### src/rtl/eth_tx_pkg.sv
`default_nettype none
// ============================================================================
//  Module   : eth_tx_pkg
//  Brief    : Shared types and defaults for the Ethernet TX frame scheduler.
//             Optional feature macro: ETH_TX_PAD_EN (short-frame padding).
//  Revision : 1.0 - initial release
// ============================================================================
package eth_tx_pkg;

    localparam int DEF_ADDR_W    = 11;   // 2 KiB TX byte buffer
    localparam int DEF_LEN_W     = 12;   // holds lengths up to 2**DEF_ADDR_W
    localparam int DEF_MIN_FRAME = 60;   // pad target when padding is built in

    typedef enum logic [1:0] {
        IDLE   = 2'd0,
        STREAM = 2'd1,
        DRAIN  = 2'd2
    } state_t;

    typedef struct packed {
        logic [DEF_ADDR_W-1:0] addr;
        logic [DEF_LEN_W-1:0]  len;
    } desc_t;

endpackage
`default_nettype wire

### src/rtl/eth_tx_skid.sv
`default_nettype none
// ============================================================================
//  Module   : eth_tx_skid
//  Brief    : Two-entry FIFO skid buffer with push/pop/flush and occupancy.
//             Entry 0 is always the head; pops shift entry 1 down.
//  Revision : 1.0 - initial release
// ============================================================================
module eth_tx_skid #(
    parameter int WIDTH = 9
) (
    input  logic             clk,
    input  logic             rst,
    input  logic             i_flush,
    input  logic             i_push,
    input  logic [WIDTH-1:0] i_pushData,
    input  logic             i_pop,
    output logic [WIDTH-1:0] o_headData,
    output logic [1:0]       o_occ
);

    logic [WIDTH-1:0] r_ent0;
    logic [WIDTH-1:0] r_ent1;
    logic [1:0]       r_occ;

    // FIFO storage and occupancy; callers never push when full or pop when empty
    always_ff @(posedge clk) begin
        if (rst || i_flush) begin
            r_occ  <= 2'd0;
            r_ent0 <= '0;
            r_ent1 <= '0;
        end else begin
            case ({i_push, i_pop})
                2'b10: begin
                    if (r_occ == 2'd0) r_ent0 <= i_pushData;
                    else               r_ent1 <= i_pushData;
                    r_occ <= r_occ + 2'd1;
                end
                2'b01: begin
                    r_ent0 <= r_ent1;
                    r_occ  <= r_occ - 2'd1;
                end
                2'b11: begin
                    if (r_occ == 2'd2) begin
                        r_ent0 <= r_ent1;
                        r_ent1 <= i_pushData;
                    end else begin
                        r_ent0 <= i_pushData;
                    end
                end
                default: ;
            endcase
        end
    end

    assign o_headData = r_ent0;
    assign o_occ      = r_occ;

endmodule
`default_nettype wire

### src/rtl/eth_tx_frame_sched.sv
`default_nettype none
// ============================================================================
//  Module   : eth_tx_frame_sched
//  Brief    : Streams one descriptor-defined frame at a time out of the TX
//             byte buffer onto a valid/ready byte stream with last flag.
//             Optional macro ETH_TX_PAD_EN pads short frames with 8'h00.
//  Revision : 1.0 - initial release
// ============================================================================
module eth_tx_frame_sched
    import eth_tx_pkg::*;
#(
    parameter int ADDR_W = DEF_ADDR_W,
    parameter int LEN_W  = DEF_LEN_W
`ifdef ETH_TX_PAD_EN
    , parameter int MIN_FRAME = DEF_MIN_FRAME
`endif
) (
    input  logic              clk,
    input  logic              rst,
    input  logic              desc_valid_i,
    output logic              desc_ready_o,
    input  logic [ADDR_W-1:0] desc_addr_i,
    input  logic [LEN_W-1:0]  desc_len_i,
    input  logic              abort_i,
    output logic              mem_ena_o,
    output logic [ADDR_W-1:0] mem_addr_o,
    input  logic [7:0]        mem_rdata_i,
    output logic [7:0]        tx_data_o,
    output logic              tx_valid_o,
    output logic              tx_last_o,
    input  logic              tx_ready_i,
    output logic              done_o,
    output logic              busy_o
);

    localparam logic [LEN_W-1:0] c_BUF_BYTES = LEN_W'(2 ** ADDR_W);

    state_t            r_state;
    logic [ADDR_W-1:0] r_base;
    logic [LEN_W-1:0]  r_total;        // bytes to emit, including any pad
    logic [LEN_W-1:0]  r_issued;       // bytes issued (reads plus pad slots)
    logic              r_inFlight;     // a byte arrives on mem_rdata_i this cycle
    logic              r_inFlightLast;
    logic              r_done;

    logic [LEN_W-1:0]  w_clampLen;
    logic [LEN_W-1:0]  w_totalLen;
    logic [7:0]        w_rdByte;
    logic [8:0]        w_head;
    logic [8:0]        w_front;
    logic [1:0]        w_occ;
    logic              w_txValid;
    logic              w_pop;
    logic              w_skidPop;
    logic              w_push;
    logic              w_lastHs;
    logic              w_flush;
    logic              w_accept;
    logic              w_canIssue;

    assign w_clampLen = (desc_len_i > c_BUF_BYTES) ? c_BUF_BYTES : desc_len_i;

`ifdef ETH_TX_PAD_EN
    logic [LEN_W-1:0]  r_memLen;       // bytes that come from the buffer
    logic              r_inFlightPad;  // in-flight slot is a pad byte, not a read
    logic              w_isPad;

    assign w_totalLen = ((w_clampLen != '0) && (w_clampLen < LEN_W'(MIN_FRAME)))
                        ? LEN_W'(MIN_FRAME) : w_clampLen;
    assign w_isPad    = (r_issued >= r_memLen);
    assign w_rdByte   = r_inFlightPad ? 8'h00 : mem_rdata_i;
    assign mem_ena_o  = w_canIssue & ~w_isPad;
`else
    assign w_totalLen = w_clampLen;
    assign w_rdByte   = mem_rdata_i;
    assign mem_ena_o  = w_canIssue;
`endif

    // The arriving byte is presented directly when the skid is empty, which
    // hides the buffer's read latency; it is only stored if not taken at once.
    assign w_front    = (w_occ == 2'd0) ? {r_inFlightLast, w_rdByte} : w_head;
    assign w_txValid  = (w_occ != 2'd0) | r_inFlight;
    assign w_pop      = w_txValid & tx_ready_i;
    assign w_skidPop  = w_pop & (w_occ != 2'd0);
    assign w_push     = r_inFlight & ~(w_pop & (w_occ == 2'd0));
    assign w_lastHs   = w_pop & w_front[8];
    assign w_flush    = abort_i & (r_state != IDLE);
    assign w_accept   = desc_valid_i & desc_ready_o;

    // Keep buffered plus in-flight bytes at two or fewer after this cycle
    assign w_canIssue = (r_state == STREAM) & ~abort_i & (r_issued != r_total) &
                        (({1'b0, w_occ} + {2'b00, r_inFlight}) < (3'd2 + {2'b00, w_pop}));

    assign mem_addr_o   = mem_ena_o ? (r_base + r_issued[ADDR_W-1:0]) : '0;
    assign tx_valid_o   = w_txValid;
    assign tx_data_o    = w_txValid ? w_front[7:0] : 8'h00;
    assign tx_last_o    = w_txValid & w_front[8];
    assign desc_ready_o = (r_state == IDLE) & ~rst;
    assign busy_o       = (r_state != IDLE);
    assign done_o       = r_done;

    eth_tx_skid #(
        .WIDTH(9)
    ) u_skid (
        .clk        (clk),
        .rst        (rst),
        .i_flush    (w_flush),
        .i_push     (w_push),
        .i_pushData ({r_inFlightLast, w_rdByte}),
        .i_pop      (w_skidPop),
        .o_headData (w_head),
        .o_occ      (w_occ)
    );

    // Frame sequencing: descriptor capture, read issue tracking, completion
    always_ff @(posedge clk) begin
        if (rst) begin
            r_state        <= IDLE;
            r_base         <= '0;
            r_total        <= '0;
            r_issued       <= '0;
            r_inFlight     <= 1'b0;
            r_inFlightLast <= 1'b0;
            r_done         <= 1'b0;
`ifdef ETH_TX_PAD_EN
            r_memLen       <= '0;
            r_inFlightPad  <= 1'b0;
`endif
        end else begin
            r_done         <= 1'b0;
            r_inFlight     <= w_canIssue;
            r_inFlightLast <= w_canIssue & (r_issued == r_total - 1'b1);
`ifdef ETH_TX_PAD_EN
            r_inFlightPad  <= w_canIssue & w_isPad;
`endif
            if (w_canIssue) r_issued <= r_issued + 1'b1;

            case (r_state)
                IDLE: begin
                    if (w_accept) begin
                        r_base   <= desc_addr_i;
                        r_total  <= w_totalLen;
                        r_issued <= '0;
`ifdef ETH_TX_PAD_EN
                        r_memLen <= w_clampLen;
`endif
                        if (w_clampLen == '0) r_done  <= 1'b1;
                        else                  r_state <= STREAM;
                    end
                end
                STREAM: begin
                    if (w_flush) begin
                        r_state    <= IDLE;
                        r_inFlight <= 1'b0;
                    end else if (w_canIssue && (r_issued + 1'b1 == r_total)) begin
                        r_state <= DRAIN;
                    end
                end
                DRAIN: begin
                    if (w_flush) begin
                        r_state    <= IDLE;
                        r_inFlight <= 1'b0;
                    end else if (w_lastHs) begin
                        r_state <= IDLE;
                        r_done  <= 1'b1;
                    end
                end
                default: r_state <= IDLE;
            endcase
        end
    end

endmodule
`default_nettype wire
### config.mk
export PLATFORM = sky130hd
export DESIGN_NAME = eth_tx_frame_sched
export DESIGN_NICKNAME = d
export VERILOG_FILES = /design/src/rtl/eth_tx_pkg.sv /design/src/rtl/eth_tx_skid.sv /design/src/rtl/eth_tx_frame_sched.sv
export SDC_FILE = /design/constraint.sdc
export NUM_CORES = 1
export LEC_CHECK = 0
export ABC_AREA = 1
export BUFFER_PORTS_ARGS = -buffer_cell sky130_fd_sc_hd__buf_2
export CELL_PAD_IN_SITES_DETAIL_PLACEMENT = 1
export CELL_PAD_IN_SITES_GLOBAL_PLACEMENT = 1
export CORE_MARGIN = 2
export CORE_UTILIZATION = 41
export DETAILED_ROUTE_END_ITERATION = 12
export PLACE_DENSITY_LB_ADDON = 0.1
export RECOVER_POWER = 50
export SYNTH_ARGS = -nofsm -noshare
export SYNTH_HDL_FRONTEND = slang
export SYNTH_SLANG_ARGS = --single-unit
### constraint.sdc
create_clock -name clk -period 2.15 [get_ports clk]
set_clock_uncertainty 0.1 [all_clocks]
set_input_delay 0.43 -clock clk [delete_from_list [all_inputs] [get_ports clk]]
set_output_delay 0.43 -clock clk [all_outputs]
set_load 0.01 [all_outputs]
### After elaboration in Yosys (flattened, before gate mapping)

Cells that the tools add are included.

* add/subtract/negate cells: 7
* multiply operators: 0
* div/mod/pow operators: 0
* magnitude comparators: 2
* eq/ne operators: 15
* shifts and indexed selects: 0
* multiplexer cells: 27
* bitwise operators: 17
* reductions and logical operators: 14

Operators with widths (count)
* two-way mux 12 bit: 4
* two-way mux 9 bit: 4
* case mux 9 bit (3 select lines): 1
* == test 12 bit: 2
* case mux 9 bit (2 select lines): 1
* AND 1 bit: 13
* adder 12 x 1 -> 12 bit, second input constant: 1
* > comparator 12 bit, second input constant: 1
* logical NOT 12 bit: 1
* two-way mux 2 bit: 6
* != test 12 bit: 1
* subtractor 12 x 1 -> 12 bit, second input constant: 1
* adder 11 bit: 1
* two-way mux 11 bit: 1
* == test 2 bit, second input constant: 4
* two-way mux 8 bit: 1
* nonzero test 2 bit: 4
* two-way mux 1 bit: 6
* != test 2 bit, second input constant: 3
* case mux 2 bit (3 select lines): 1
* == test 2 x 1 -> 1 bit, second input constant: 2
* logical NOT 2 bit: 2
* case mux 2 bit (2 select lines): 1
* AND reduction 4 bit: 1
* 17 further kinds: 19

* register bits: 60
* bits in latches: 0
* memory bits (writable): 0
* bits in read-only memories: 0
* bits of input ports: 36
* output and inout port bits: 25
* word-level logic and storage cells: 92
* memories kept: 0

### Logic depth before layout (Yosys ltp)

* depth in word-level cells: 10
* mapped depth: 15
* mapped depth without buffers: 14

### Hierarchy

From an unflattened synthesis, not the netlist that was laid out.

* cells, all modules: 641
* area, all modules: 4116.4 sq um

By module, submodules not included
* eth_tx_frame_sched: instances 1, cells each 458, area each 2970.3 sq um, seq. area each 800.8 sq um
* eth_tx_skid: instances 1, cells each 183, area each 1146.1 sq um, seq. area each 400.4 sq um

### Worst setup path after synthesis

Ideal clock, no wire load.

* path type: reg2out
* start point: reg r_issued[3]
* end point: out mem_addr_o[8]
* data arrival time: 1646 ps
* required time: 1620 ps
* path slack: -26 ps
* stages on the path, launching flop included: 9
* buffers on the path: 0
* path through: dfxtp_1 ha_1 a21oi_1 o21ai_0 a21oi_1 nor2_1 nor2_1 o21ai_0 a21oi_1

* word-level cells in the longest chain between the ends: 4
* elaborated cells on any way between the ends: 5
* classes of those cells: 1 x add/sub; 1 x eq/ne; 1 x mux; 2 x bitwise

RTL lines
* start, declared: RTL line eth_tx_frame_sched.sv:41 `logic [LEN_W-1:0] r_issued;`
* start signal, assigned: RTL line eth_tx_frame_sched.sv:136 `if (w_canIssue) r_issued <= r_issued + 1'b1;`
* branches (longest 3 deep; another with adder 11 bit)
* two-way mux 11 bit (*): RTL line eth_tx_frame_sched.sv:94 `assign mem_addr_o = mem_ena_o ? (r_base + r_issued[ADDR_W-1:0]) : '0;`
* end, declared: RTL line eth_tx_frame_sched.sv:26 `output logic [ADDR_W-1:0] mem_addr_o,`

Every way passes the cells marked *.

### Worst setup path after layout

* start point: reg r_issued[2]
* end point: out mem_addr_o[4]

Same word-level chain as after synthesis.

==> qor.tcl <==
set qor(gr-max-usage-layer) {met2}
set qor(antenna_found_initial) 0
set qor(status) {finished with violations}
set qor(cp-end-kind) {primary output}
set qor(power.combinational.fraction_pct) 41.1
set qor(final_min_period_over_clock_period_pct) 117
set qor(power.ir.vdd_worst_uv) 568
set qor(insertion_delay_ns) 0.38
set qor(drt_pass1_iterations) 4
set qor(post_route_cells_drive_above_1_share_pct) 36.2
set qor(clkTransAtPathRegs_ns) 0.08
set qor(areaGrowthSynthToFinish_pct) 40.6
set qor(cts_sinks) 60
set qor(timing.final.crit_period_ns) 2.52
set qor(synth-adder-area-share_pct) 5.76
set qor(synthMuxAreaShare_pct) 0
set qor(first_global_vias) 4799
set qor(critical_path_required_ns) 1.62
set qor(power_switching_w) 0.00174
set qor(report.final.setup_viol) 28
set qor(holdCritPathClass) {input pin to register}
set qor(core_area_sq_um) 9680
set qor(final_design_area_no_fill_sq_um) 5680
set qor(intPower_w) 0.00265
set qor(finish.cell_count_without_fillers) 859
set qor(root_buffer) {sky130_fd_sc_hd__clkbuf_8}
set qor(design.die.area_sq_um) 10700
set qor(grt_first_pass_wirelength_mm) 23.5
set qor(timing.setup.critical_path_class) {register to primary output}
set qor(synth_compound_gate_area_share_pct) 21.2
set qor(detailedRoute.firstIterationViolations) 219
set qor(ios) 61
set qor(clockPowerShare_pct) 27.6
set qor(synth_instances) 603
set qor(synth_top_family_by_area) {simple AND/OR/NAND/NOR gates}
set qor(yosys_warnings) 0
set qor(die-width_um) 103
set qor(number_of_h_tree_branching_levels) 3
set qor(synth.top_cells.by_area) {sky130_fd_sc_hd__dfxtp_1, sky130_fd_sc_hd__nand2_1, sky130_fd_sc_hd__o21ai_0, sky130_fd_sc_hd__nor2_1, sky130_fd_sc_hd__inv_1}
set qor(ctsLongestPathBuffers) 2
set qor(finalWeightedCongestion) 0.872
set qor(crit_path_setup_slack_layout_ns) -0.374
set qor(worst_ep_arrival_time_ns) 1.99
set qor(slew_viol_final) 0
set qor(grt_overflow_total) 0
set qor(setup_crit_start) {r_issued[2]}
set qor(cts_made_buffers) 9
set qor(synth-simple-area-share_pct) 29.0
set qor(post-dp-hpwl_mm) 9.59
set qor(cts_tree) {done}
set qor(timing_worst_slew_pin_value_ns) 0.520
set qor(grt_start_max_net_pins) 21
set qor(num_antenna_cells) 0
set qor(synth.yosys.seq_area_share_pct) 29.7
set qor(drtAntennaViolNets) 0
set qor(initial_utilization_pct) 41.7
set qor(finalHoldViolations) 0
set qor(register_area_sq_um) 1230
set qor(multiInputGateArea_sq_um) 2850
set qor(synth_cell_types) 42
set qor(p_leak_nw) 2.60
set qor(rows) 36
set qor(post_synth.cell_area_avg_sq_um) 6.70
set qor(routed_wire_length_per_instance_um) 18.6
set qor(gr-usage-met1_pct) 35.6
set qor(grtUsageMet3_pct) 5.17
set qor(top_cell_type_by_total_area_after_synthesis) {sky130_fd_sc_hd__dfxtp_1}
set qor(routed_via_density) 5.49
set qor(final.fill_count) 1266
set qor(crit_path_start_kind) {register}
set qor(vias) 4715
set qor(dp.cells) 819
set qor(wl_mm) 16.0
set qor(syn-num-nets) 657
set qor(timing.fmax_mhz) 396
set qor(netlist_area_sq_um) 4040
set qor(maxCapViolCount) 0
set qor(pwr_density_cell_nw_per_um2) 773
set qor(synth.top_cell.area_share_pct) 29.7
set qor(hold_sp) {desc_addr_i[4]}
set qor(post_dp_cell_area_sq_um) 4730
set qor(die_h_um) 103
set qor(r2r-start) {r_issued[0]}
set qor(critPathMaxFanout) 8
set qor(unrepaired_setup_endpoints_after_global_routing) {yes}
set qor(failed_checks) {setup timing}
set qor(drt_drc_violations_left) 0
set qor(use_met2_pct) 48.2
set qor(final_net_count) 775
set qor(relSlewSlack_pct) 65.3
set qor(global_routing_usage_summed_across_all_routing_layers_pct) 28.6
set qor(synth_seq_cells) 60
set qor(io_buffer_count) 60
set qor(synth_xor_area_share_pct) 4.77
set qor(power.switching_fraction_pct) 39.6
set qor(share_seq_of_total_power_pct) 31.3
[per-layer routing]
layer / part of all wire [%] / routed length, um
met3: 4.0 / 642
met1: 43 / 6870
met4: 3.1 / 490
met5: 0 / 0
met2: 50 / 7980
[synth_stat cells]
| master | instances |
|---|---|
| sky130_fd_sc_hd__nand2_1 | 116 |
| sky130_fd_sc_hd__nor2_1 | 75 |
| sky130_fd_sc_hd__inv_1 | 72 |
| sky130_fd_sc_hd__dfxtp_1 | 60 |
| sky130_fd_sc_hd__o21ai_0 | 60 |
| sky130_fd_sc_hd__a21oi_1 | 45 |
| sky130_fd_sc_hd__nand3_1 | 28 |
| sky130_fd_sc_hd__ha_1 | 17 |
| sky130_fd_sc_hd__xor2_1 | 14 |
| sky130_fd_sc_hd__a22o_1 | 11 |
| sky130_fd_sc_hd__nand2_2 | 9 |
| sky130_fd_sc_hd__nand4_1 | 8 |
| sky130_fd_sc_hd__xnor2_1 | 8 |
| sky130_fd_sc_hd__buf_2 | 7 |
| sky130_fd_sc_hd__nor3_1 | 7 |
| sky130_fd_sc_hd__o22ai_1 | 7 |
| sky130_fd_sc_hd__a221oi_1 | 6 |
| sky130_fd_sc_hd__buf_4 | 6 |
| sky130_fd_sc_hd__clkbuf_1 | 5 |
| sky130_fd_sc_hd__nor2_2 | 5 |
| sky130_fd_sc_hd__inv_2 | 4 |
| sky130_fd_sc_hd__o21ai_1 | 4 |
| sky130_fd_sc_hd__nand3b_1 | 3 |
| sky130_fd_sc_hd__nor2_4 | 3 |
| sky130_fd_sc_hd__o21bai_1 | 3 |
| sky130_fd_sc_hd__a211oi_1 | 2 |
| sky130_fd_sc_hd__nand2_4 | 2 |
| sky130_fd_sc_hd__nand3_2 | 2 |
| sky130_fd_sc_hd__a211oi_4 | 1 |
| sky130_fd_sc_hd__a21o_1 | 1 |
| sky130_fd_sc_hd__a21oi_2 | 1 |
| sky130_fd_sc_hd__a32o_1 | 1 |
| sky130_fd_sc_hd__a41oi_1 | 1 |
| sky130_fd_sc_hd__clkinv_1 | 1 |
| sky130_fd_sc_hd__fa_1 | 1 |
| sky130_fd_sc_hd__nor2_8 | 1 |
| sky130_fd_sc_hd__nor3_2 | 1 |
| sky130_fd_sc_hd__o2111ai_1 | 1 |
| sky130_fd_sc_hd__o211ai_1 | 1 |
| sky130_fd_sc_hd__o311ai_0 | 1 |
| sky130_fd_sc_hd__or2_0 | 1 |
| sky130_fd_sc_hd__or2_2 | 1 |
[path summary, 6_finish.rpt]
kind / end / slack, ns / depth (start not counted)
setup / recovery: mem_addr_o[4] / -0.37 / 10
hold / removal: r_base[4] / 0.17 / 2
setup reg to reg: r_state[0] / -0.17 / 16
hold reg to reg: r_total[11] / 0.40 / 2
[cells by family after synthesis]
kind of cell	Yosys count
adder cells (fa/ha/maj)	18
buffers and inverters	95
AND/OR/NAND/NOR	262
flip-flops	60
XOR/XNOR	22
AO/OA/AOI/OAI	146
[through the flow]
step	hold slack [ns]	total power (W)	worst slack, ns	utilization (%)	TNS (ns)
6_report	0.167	0.00439	-0.374	58.7	-6.13
5_1_grt	0.175	0.00463	-0.485	58.7	-9.46
4_1_cts	0.174	0.00412	-0.354	55.4	-3.59
3_5_place_dp	0.366	0.00274	-0.121	48.9	-0.216
3_3_place_gp	0.361	0.00268	-0.0270	48.9	-0.0270
2_1_floorplan	0.345	0.00228	0.00452	-	0
[state kept, by name, indices dropped and copies added (netlist names)]
| register | cells |
|---|---|
| r_state | 2 |
| r_inFlightLast | 1 |
| r_total | 12 |
| r_issued | 12 |
| r_base | 11 |
| r_inFlight | 1 |
| u_skid.o_occ | 2 |
| done_o | 1 |
| u_skid.o_headData | 9 |
| u_skid.r_ent1 | 9 |
[layout make-up]
type | count | share of cell area, %
multi-input cells | 448 | 50.2
flip-flops and latches | 60 | 21.7
repair buffers | 125 | 15.9
inverters | 77 | 5.37
well taps | 133 | 2.93
clock buffers | 9 | 2.18
clock inverters | 7 | 1.74
[what timing repair did]
action / CTS / global route
hold buffers: 0 / 0
endpoints found under the setup margin: 21 / 54
gates cloned: 1 / 0
buffers inserted: 10 / 14
gates resized for setup: 87 / 66
pin swaps: 16 / 27
[worst max-delay path: stages (launching register included)]
cell,delay (ns)
sky130_fd_sc_hd__dfxtp_4,0.37
sky130_fd_sc_hd__buf_12,0.14
sky130_fd_sc_hd__xnor2_4,0.13
sky130_fd_sc_hd__nand2_2,0.08
sky130_fd_sc_hd__nor2_1,0.17
sky130_fd_sc_hd__nand3_1,0.16
sky130_fd_sc_hd__nand2_2,0.17
sky130_fd_sc_hd__clkinv_4,0.11
sky130_fd_sc_hd__o21ai_0,0.08
sky130_fd_sc_hd__a21oi_1,0.05
sky130_fd_sc_hd__buf_2,0.14
[cell usage in the layout, fill, tap and decap left out, types with 4 or more instances in the layout]
master / count
sky130_fd_sc_hd__nand2_2: 22
sky130_fd_sc_hd__nand3_1: 26
sky130_fd_sc_hd__o21ai_0: 46
sky130_fd_sc_hd__a22o_1: 11
sky130_fd_sc_hd__dfxtp_1: 41
sky130_fd_sc_hd__inv_2: 10
sky130_fd_sc_hd__buf_12: 5
sky130_fd_sc_hd__nand2_4: 6
sky130_fd_sc_hd__xnor2_1: 7
sky130_fd_sc_hd__buf_2: 57
sky130_fd_sc_hd__o21ai_2: 12
sky130_fd_sc_hd__nor2_1: 67
sky130_fd_sc_hd__clkbuf_8: 9
sky130_fd_sc_hd__o21ai_1: 6
sky130_fd_sc_hd__xor2_1: 14
sky130_fd_sc_hd__nor2_4: 7
sky130_fd_sc_hd__inv_1: 61
sky130_fd_sc_hd__nor3_1: 6
sky130_fd_sc_hd__ha_4: 13
sky130_fd_sc_hd__buf_4: 50
sky130_fd_sc_hd__o22ai_1: 7
sky130_fd_sc_hd__ha_1: 4
sky130_fd_sc_hd__dfxtp_2: 16
sky130_fd_sc_hd__nand3_2: 4
sky130_fd_sc_hd__nand4_1: 8
sky130_fd_sc_hd__nand2_1: 99
sky130_fd_sc_hd__nor2_2: 9
sky130_fd_sc_hd__a21oi_1: 38
sky130_fd_sc_hd__a21oi_2: 7
sky130_fd_sc_hd__a221oi_1: 6
sky130_fd_sc_hd__buf_6: 9
[power by group through the flow]
stage,logic (W),registers (W),clock network [W]
2_1_floorplan,0.000957,0.00132,0
3_3_place_gp,0.00134,0.00133,0
3_5_place_dp,0.00140,0.00134,0
4_1_cts,0.00156,0.00135,0.00121
5_1_grt,0.00198,0.00139,0.00127
6_report,0.00181,0.00138,0.00121
Power figures use the tool's default switching activity.
